<file path="src/rtl/alu_pkg.sv">
// rtl/alu_pkg.sv - shared ALU packet types, command/response encodings and lane count
package alu_pkg;

  localparam int NUM_LANES = 4;

  typedef enum logic [1:0] {
    CMD_NOP     = 2'd0,
    CMD_ADD     = 2'd1,
    CMD_SUB     = 2'd2,
    CMD_INVALID = 2'd3
  } command_t;

  typedef enum logic [1:0] {
    RESP_NONE     = 2'd0,
    RESP_SUCCESS  = 2'd1,
    RESP_INVALID  = 2'd2,
    RESP_OVERFLOW = 2'd3
  } response_t;

  typedef struct packed {
    logic [31:0] data1;
    logic [31:0] data2;
    command_t    command;
  } input_packet_t;

  typedef struct packed {
    logic [31:0] data;
    response_t   response;
  } output_packet_t;

  localparam input_packet_t NOP_PACKET = '{data1: 32'd0, data2: 32'd0, command: CMD_NOP};

endpackage

</file>
<file path="src/rtl/request_fifo.sv">
// rtl/request_fifo.sv - synchronous FIFO with async reset and wrap-bit pointers
module request_fifo #(
  parameter int DEPTH = 4,
  parameter int WIDTH = 66
) (
  input  logic             clock,
  input  logic             reset,
  input  logic             i_push,
  input  logic [WIDTH-1:0] i_push_data,
  input  logic             i_pop,
  output logic             o_full,
  output logic             o_empty,
  output logic [WIDTH-1:0] o_head
);

  localparam int AW = $clog2(DEPTH);

  logic [AW:0]      r_wr_ptr;
  logic [AW:0]      r_rd_ptr;
  logic [WIDTH-1:0] r_mem [DEPTH];
  logic             w_do_push;
  logic             w_do_pop;

  // The extra MSB distinguishes full from empty when the address bits match.
  assign o_empty   = (r_wr_ptr == r_rd_ptr);
  assign o_full    = (r_wr_ptr[AW-1:0] == r_rd_ptr[AW-1:0]) && (r_wr_ptr[AW] != r_rd_ptr[AW]);
  assign o_head    = r_mem[r_rd_ptr[AW-1:0]];
  assign w_do_push = i_push && !o_full;
  assign w_do_pop  = i_pop && !o_empty;

  always_ff @(posedge clock or posedge reset) begin
    if (reset) begin
      r_wr_ptr <= '0;
      r_rd_ptr <= '0;
    end else begin
      if (w_do_push) r_wr_ptr <= r_wr_ptr + 1'b1;
      if (w_do_pop)  r_rd_ptr <= r_rd_ptr + 1'b1;
    end
  end

  always_ff @(posedge clock) begin
    if (w_do_push) r_mem[r_wr_ptr[AW-1:0]] <= i_push_data;
  end

endmodule

</file>
<file path="src/rtl/alu_request_dispatcher.sv">
// rtl/alu_request_dispatcher.sv - per-lane request queues feeding the ALU under credit control
module alu_request_dispatcher
  import alu_pkg::*;
#(
  parameter int FIFO_DEPTH = 4,
  parameter int CREDITS    = 2
) (
  input  logic                                clock,
  input  logic                                reset,
  input  logic           [NUM_LANES-1:0]      req_valid,
  output logic           [NUM_LANES-1:0]      req_ready,
  input  input_packet_t  [NUM_LANES-1:0]      req_packet,
  output input_packet_t  [NUM_LANES-1:0]      input_packet,
  input  output_packet_t [NUM_LANES-1:0]      output_packet,
  output logic           [NUM_LANES-1:0][2:0] credit_count,
  output logic           [NUM_LANES-1:0]      credit_error
);

  localparam logic [2:0] MAX_CREDITS = 3'(CREDITS);

  for (genvar g = 0; g < NUM_LANES; g++) begin : g_lane
    logic          w_full;
    logic          w_empty;
    logic          w_issue;
    logic          w_drop;
    logic          w_return;
    input_packet_t w_head;
    input_packet_t r_input_packet;
    logic [2:0]    r_credit;
    logic          r_error;
    logic [31:0]   unused_result_data;

    request_fifo #(
      .DEPTH (FIFO_DEPTH),
      .WIDTH ($bits(input_packet_t))
    ) u_fifo (
      .clock       (clock),
      .reset       (reset),
      .i_push      (req_valid[g] && req_ready[g]),
      .i_push_data (req_packet[g]),
      .i_pop       (w_issue || w_drop),
      .o_full      (w_full),
      .o_empty     (w_empty),
      .o_head      (w_head)
    );

    assign req_ready[g]       = !w_full && !reset;
    assign w_issue            = !w_empty && (w_head.command != CMD_NOP) && (r_credit != 3'd0);
    assign w_drop             = !w_empty && (w_head.command == CMD_NOP);
    assign w_return           = (output_packet[g].response != RESP_NONE);
    assign unused_result_data = output_packet[g].data;

    // A return and an issue on the same edge cancel; a surplus return is flagged, not counted.
    always_ff @(posedge clock or posedge reset) begin
      if (reset) begin
        r_input_packet <= NOP_PACKET;
        r_credit       <= MAX_CREDITS;
        r_error        <= 1'b0;
      end else begin
        r_input_packet <= w_issue ? w_head : NOP_PACKET;
        if (w_issue && !w_return) begin
          r_credit <= r_credit - 3'd1;
        end else if (w_return && !w_issue) begin
          if (r_credit == MAX_CREDITS) r_error  <= 1'b1;
          else                         r_credit <= r_credit + 3'd1;
        end
      end
    end

    assign input_packet[g] = r_input_packet;
    assign credit_count[g] = r_credit;
    assign credit_error[g] = r_error;
  end

endmodule

</file>
<file path="config.mk">
export PLATFORM = sky130hd
export DESIGN_NAME = alu_request_dispatcher
export DESIGN_NICKNAME = d
export VERILOG_FILES = /design/src/rtl/alu_pkg.sv /design/src/rtl/request_fifo.sv /design/src/rtl/alu_request_dispatcher.sv
export SDC_FILE = /design/constraint.sdc
export NUM_CORES = 2
export LEC_CHECK = 0
export ABC_CLOCK_PERIOD_IN_PS = 25100
export CAP_MARGIN = 20
export CORE_UTILIZATION = 55
export CTS_BUF_LIST = sky130_fd_sc_hd__clkbuf_8 sky130_fd_sc_hd__clkbuf_16
export DETAILED_ROUTE_END_ITERATION = 8
export DONT_BUFFER_PORTS = 1
export PLACE_DENSITY_LB_ADDON = 0.3
export SLEW_MARGIN = 30
export SYNTH_ARGS = -nofsm -noshare
export SYNTH_HDL_FRONTEND = slang
export SYNTH_SLANG_ARGS = --single-unit
export TNS_END_PERCENT = 100
</file>
<file path="constraint.sdc">
create_clock -name clock -period 25.1 [get_ports clock]
set_input_delay 3.765 -clock clock [delete_from_list [all_inputs] [get_ports clock]]
set_output_delay 3.765 -clock clock [all_outputs]
set_load 0.05 [all_outputs]
</file>
==> flow_summary.toml <==
[critical_path]
crit_chain = "a31oi_2"
end_kind = "output pin"
cp_num_buf_inv = 0
crit_fanout = 9
rr_startpoint = "g_lane[0].u_fifo.r_rd_ptr[0]"
reg2regPathDepth = 12
crit_arrival_ps = 4490
slowest_delay_ps = 700
cp_data_required_time_ps = 21330
slowest_stage = "a31oi_2"
crit_path_start_kind = "input port"
reg2reg_slack_ps = 20670
worstReg2RegEnd = "g_lane[0].r_credit[2]"
criticalPathCategory = "in2out"
critPathTopFamily = "compound AO/OA/AOI/OAI gates"

[clock_network]
clk_latency_ps = 730
clk_path_buf_depth = 3
cts_tree = "done"
path_clk_slew_ps = 50
cts_max_level = 4
numCtsBuffers = 133
clock-sinks = 1360
ctsHoldBuffers = 0
post_cts_buffers = 0
post_cts_resized = 0
clockRootBuffer = "clkbuf_16"

[finish]
multi_input_area_um2 = 9100
register_area_um2 = 39300
syn2layout_area_growth_pct = 11.8
fin_util_pct = 62.1
drive_gt1_share_pct = 23.0
final_nets = 2716
n_fill_cell = 5752

[die]
rows = 109
fp.coreArea_um2 = 88400
die_x_um = 301
die_area_um2 = 90500
start_util_pct = 55.6
pin_count = 690
dieHeight_um = 301

[yosys]
syn_nets = 2641
ys_types = 42
synth-edff-count = 1056
synth_area_leader_cell = "edfxtp_1"
synth-seq-cells = 1360
ys_seq_area_share_pct = 80.1
netlist_area_um2 = 49100
ys_top_cells_by_area = "edfxtp_1 (65%), dfrtp_1 (15%), mux4_2 (12%)"
synthArstFlopShare_pct = 22.4
syn_inst = 2202
synth.most_common_cell = "edfxtp_1"
yosys_warnings = 0
synth_top_area_share_pct = 64.6
syn_avg_cell_area_um2 = 22.3
ys.flop_type = "edfxtp_1"
synth_common_cells = "edfxtp_1 (1056), dfrtp_1 (300), mux4_2 (264), nor2b_1 (259), inv_1 (31)"

[power]
comb_power_share_pct = 21.1
swShare_pct = 35.3
pwr-share-clk_pct = 26.7
power.density_nw_per_um2 = 134
seq_power_share_pct = 52.1
p_leak_nw = 19.0
power_switching_mw = 2.59
internal-power_mw = 4.75
irDropWorstVdd_uv = 90.4

[run]
maxCapViolations = 0

[placement]
io_buffers = 0
dpl.hpwl_mm = 57.3
gp_congestion = 0.763
place_ws_ps = 16850

[sta]
slew_violations = 0
setup_tns_ps = 0
min_period_over_period_pct = 32.9
fin_ws_ps = 16840
period_needed_ps = 8260
worst-slew-pin-transition_ps = 987
relSlewSlack_pct = 34.2
setup_viol = 0
fmax_ghz = 0.121
hold_viol = 0
fin_skew_ps = 31.8
rsz0062_at_grt = "false"

[worst_hold_path]
worstHoldStart = "g_lane[0].u_fifo.r_wr_ptr[2]"
min_to = "g_lane[0].u_fifo.r_wr_ptr[2]"
hold_path.class = "reg2reg"
hold_depth = 1

[route]
dr_total_vias = 20800
drt-wirelength-per-cell_um = 27.2
route.detailed.drc = 0
drt-total-wl_mm = 96.7
ant_nets = 0
first_pass_iters = 5
via_per_inst = 5.86
drt_iter0_drc = 1575

[global_routing]
grt_pass1_vias = 22400
grt_overflow = 0
grt_pass1_wl_mm = 143
grt_max_degree = 104
grt_usage_pct = 21.7
antenna_found_initial = 3

[status]
outcome = "completed"
[state kept, by name (all words and copies together), names as in the netlist]
register                flops
g_lane.r_credit            12
g_lane.r_error              4
g_lane.u_fifo.r_mem      1056
g_lane.u_fifo.r_rd_ptr     12
g_lane.u_fifo.r_wr_ptr     12
input_packet              264
[layout make-up]
cell class                 instances  share of cell area, %
antenna                            1                0.00456
clock inverter                    81                   1.06
sequential                      1360                   71.6
multi-input combinational        712                   16.6
clock buffer                     165                   7.03
timing repair buffer              36                  0.779
tap                             1165                   2.65
inverter                          34                  0.246
[power by group through the flow]
stage               clock, mW  combinational (mW)  sequential (mW)
global placement            0                1.52             3.86
global route             2.09                1.70             3.87
CTS                      2.00                1.59             3.84
finish                   1.96                1.55             3.83
floorplan                   0                1.34             3.71
detailed placement          0                1.57             3.88
[through the flow]
stage	cells	cell area, µm²	hold slack (ps)	power [mW]
floorplan	2202	49100	443	5.05
global placement	3301	50300	474	5.39
detailed placement	3307	50500	481	5.45
CTS	3553	54900	492	7.43
global route	3553	54900	499	7.66
finish	3554	54900	488	7.34
[layout by cell type (no fill, tap or decap), types with 6 or more instances in the layout]
cell and count:
buf_4 16, xor2_1 10, clkbuf_8 24, dfrtp_1 292, nor2b_1 259, ha_1 30
edfxtp_1 1056, and2_2 12, nand2_1 13, o21ai_0 20, inv_1 66, buf_6 14
xnor2_1 20, a21oi_1 10, nor2_1 13, bufinv_16 6, and3_1 8, mux4_2 264
clkinv_2 16, clkinv_1 11, clkbuf_16 141
[worst max-delay path by stage]
stage / startpoint / to / slack (ps) / depth (start not counted)
floorplan: reset / g_lane[0].r_credit[0] / 12720 / 2
global placement: reset / req_ready[0] / 16840 / 1
detailed placement: reset / req_ready[0] / 16850 / 1
CTS: reset / req_ready[0] / 16840 / 1
global route: reset / req_ready[0] / 16860 / 1
finish: reset / req_ready[0] / 16840 / 1
[layer usage]
| layer | share of wire (%) | track usage (%) | up-vias | routed length (µm) |
|---|---|---|---|---|
| li1 | - | - | 8759 | - |
| met3 | 10 | 9.24 | 156 | 10100 |
| met5 | 0.013 | 0 | - | 13 |
| met1 | 36 | 26.3 | 11200 | 35000 |
| met2 | 51 | 35.1 | 749 | 49100 |
| met4 | 2.6 | 7.35 | 2 | 2490 |
[cells by family after synthesis]
kind of cell / Yosys count / synth area share, %
compound gates: 56 / 0.790
xor+xnor: 30 / 0.535
fa+ha+maj: 33 / 0.886
buf+inv: 130 / 1.53
flops: 1360 / 80.1
mux: 268 / 12.2
simple gates: 325 / 4.01
Note: power is estimated with default switching activity, not from simulation.
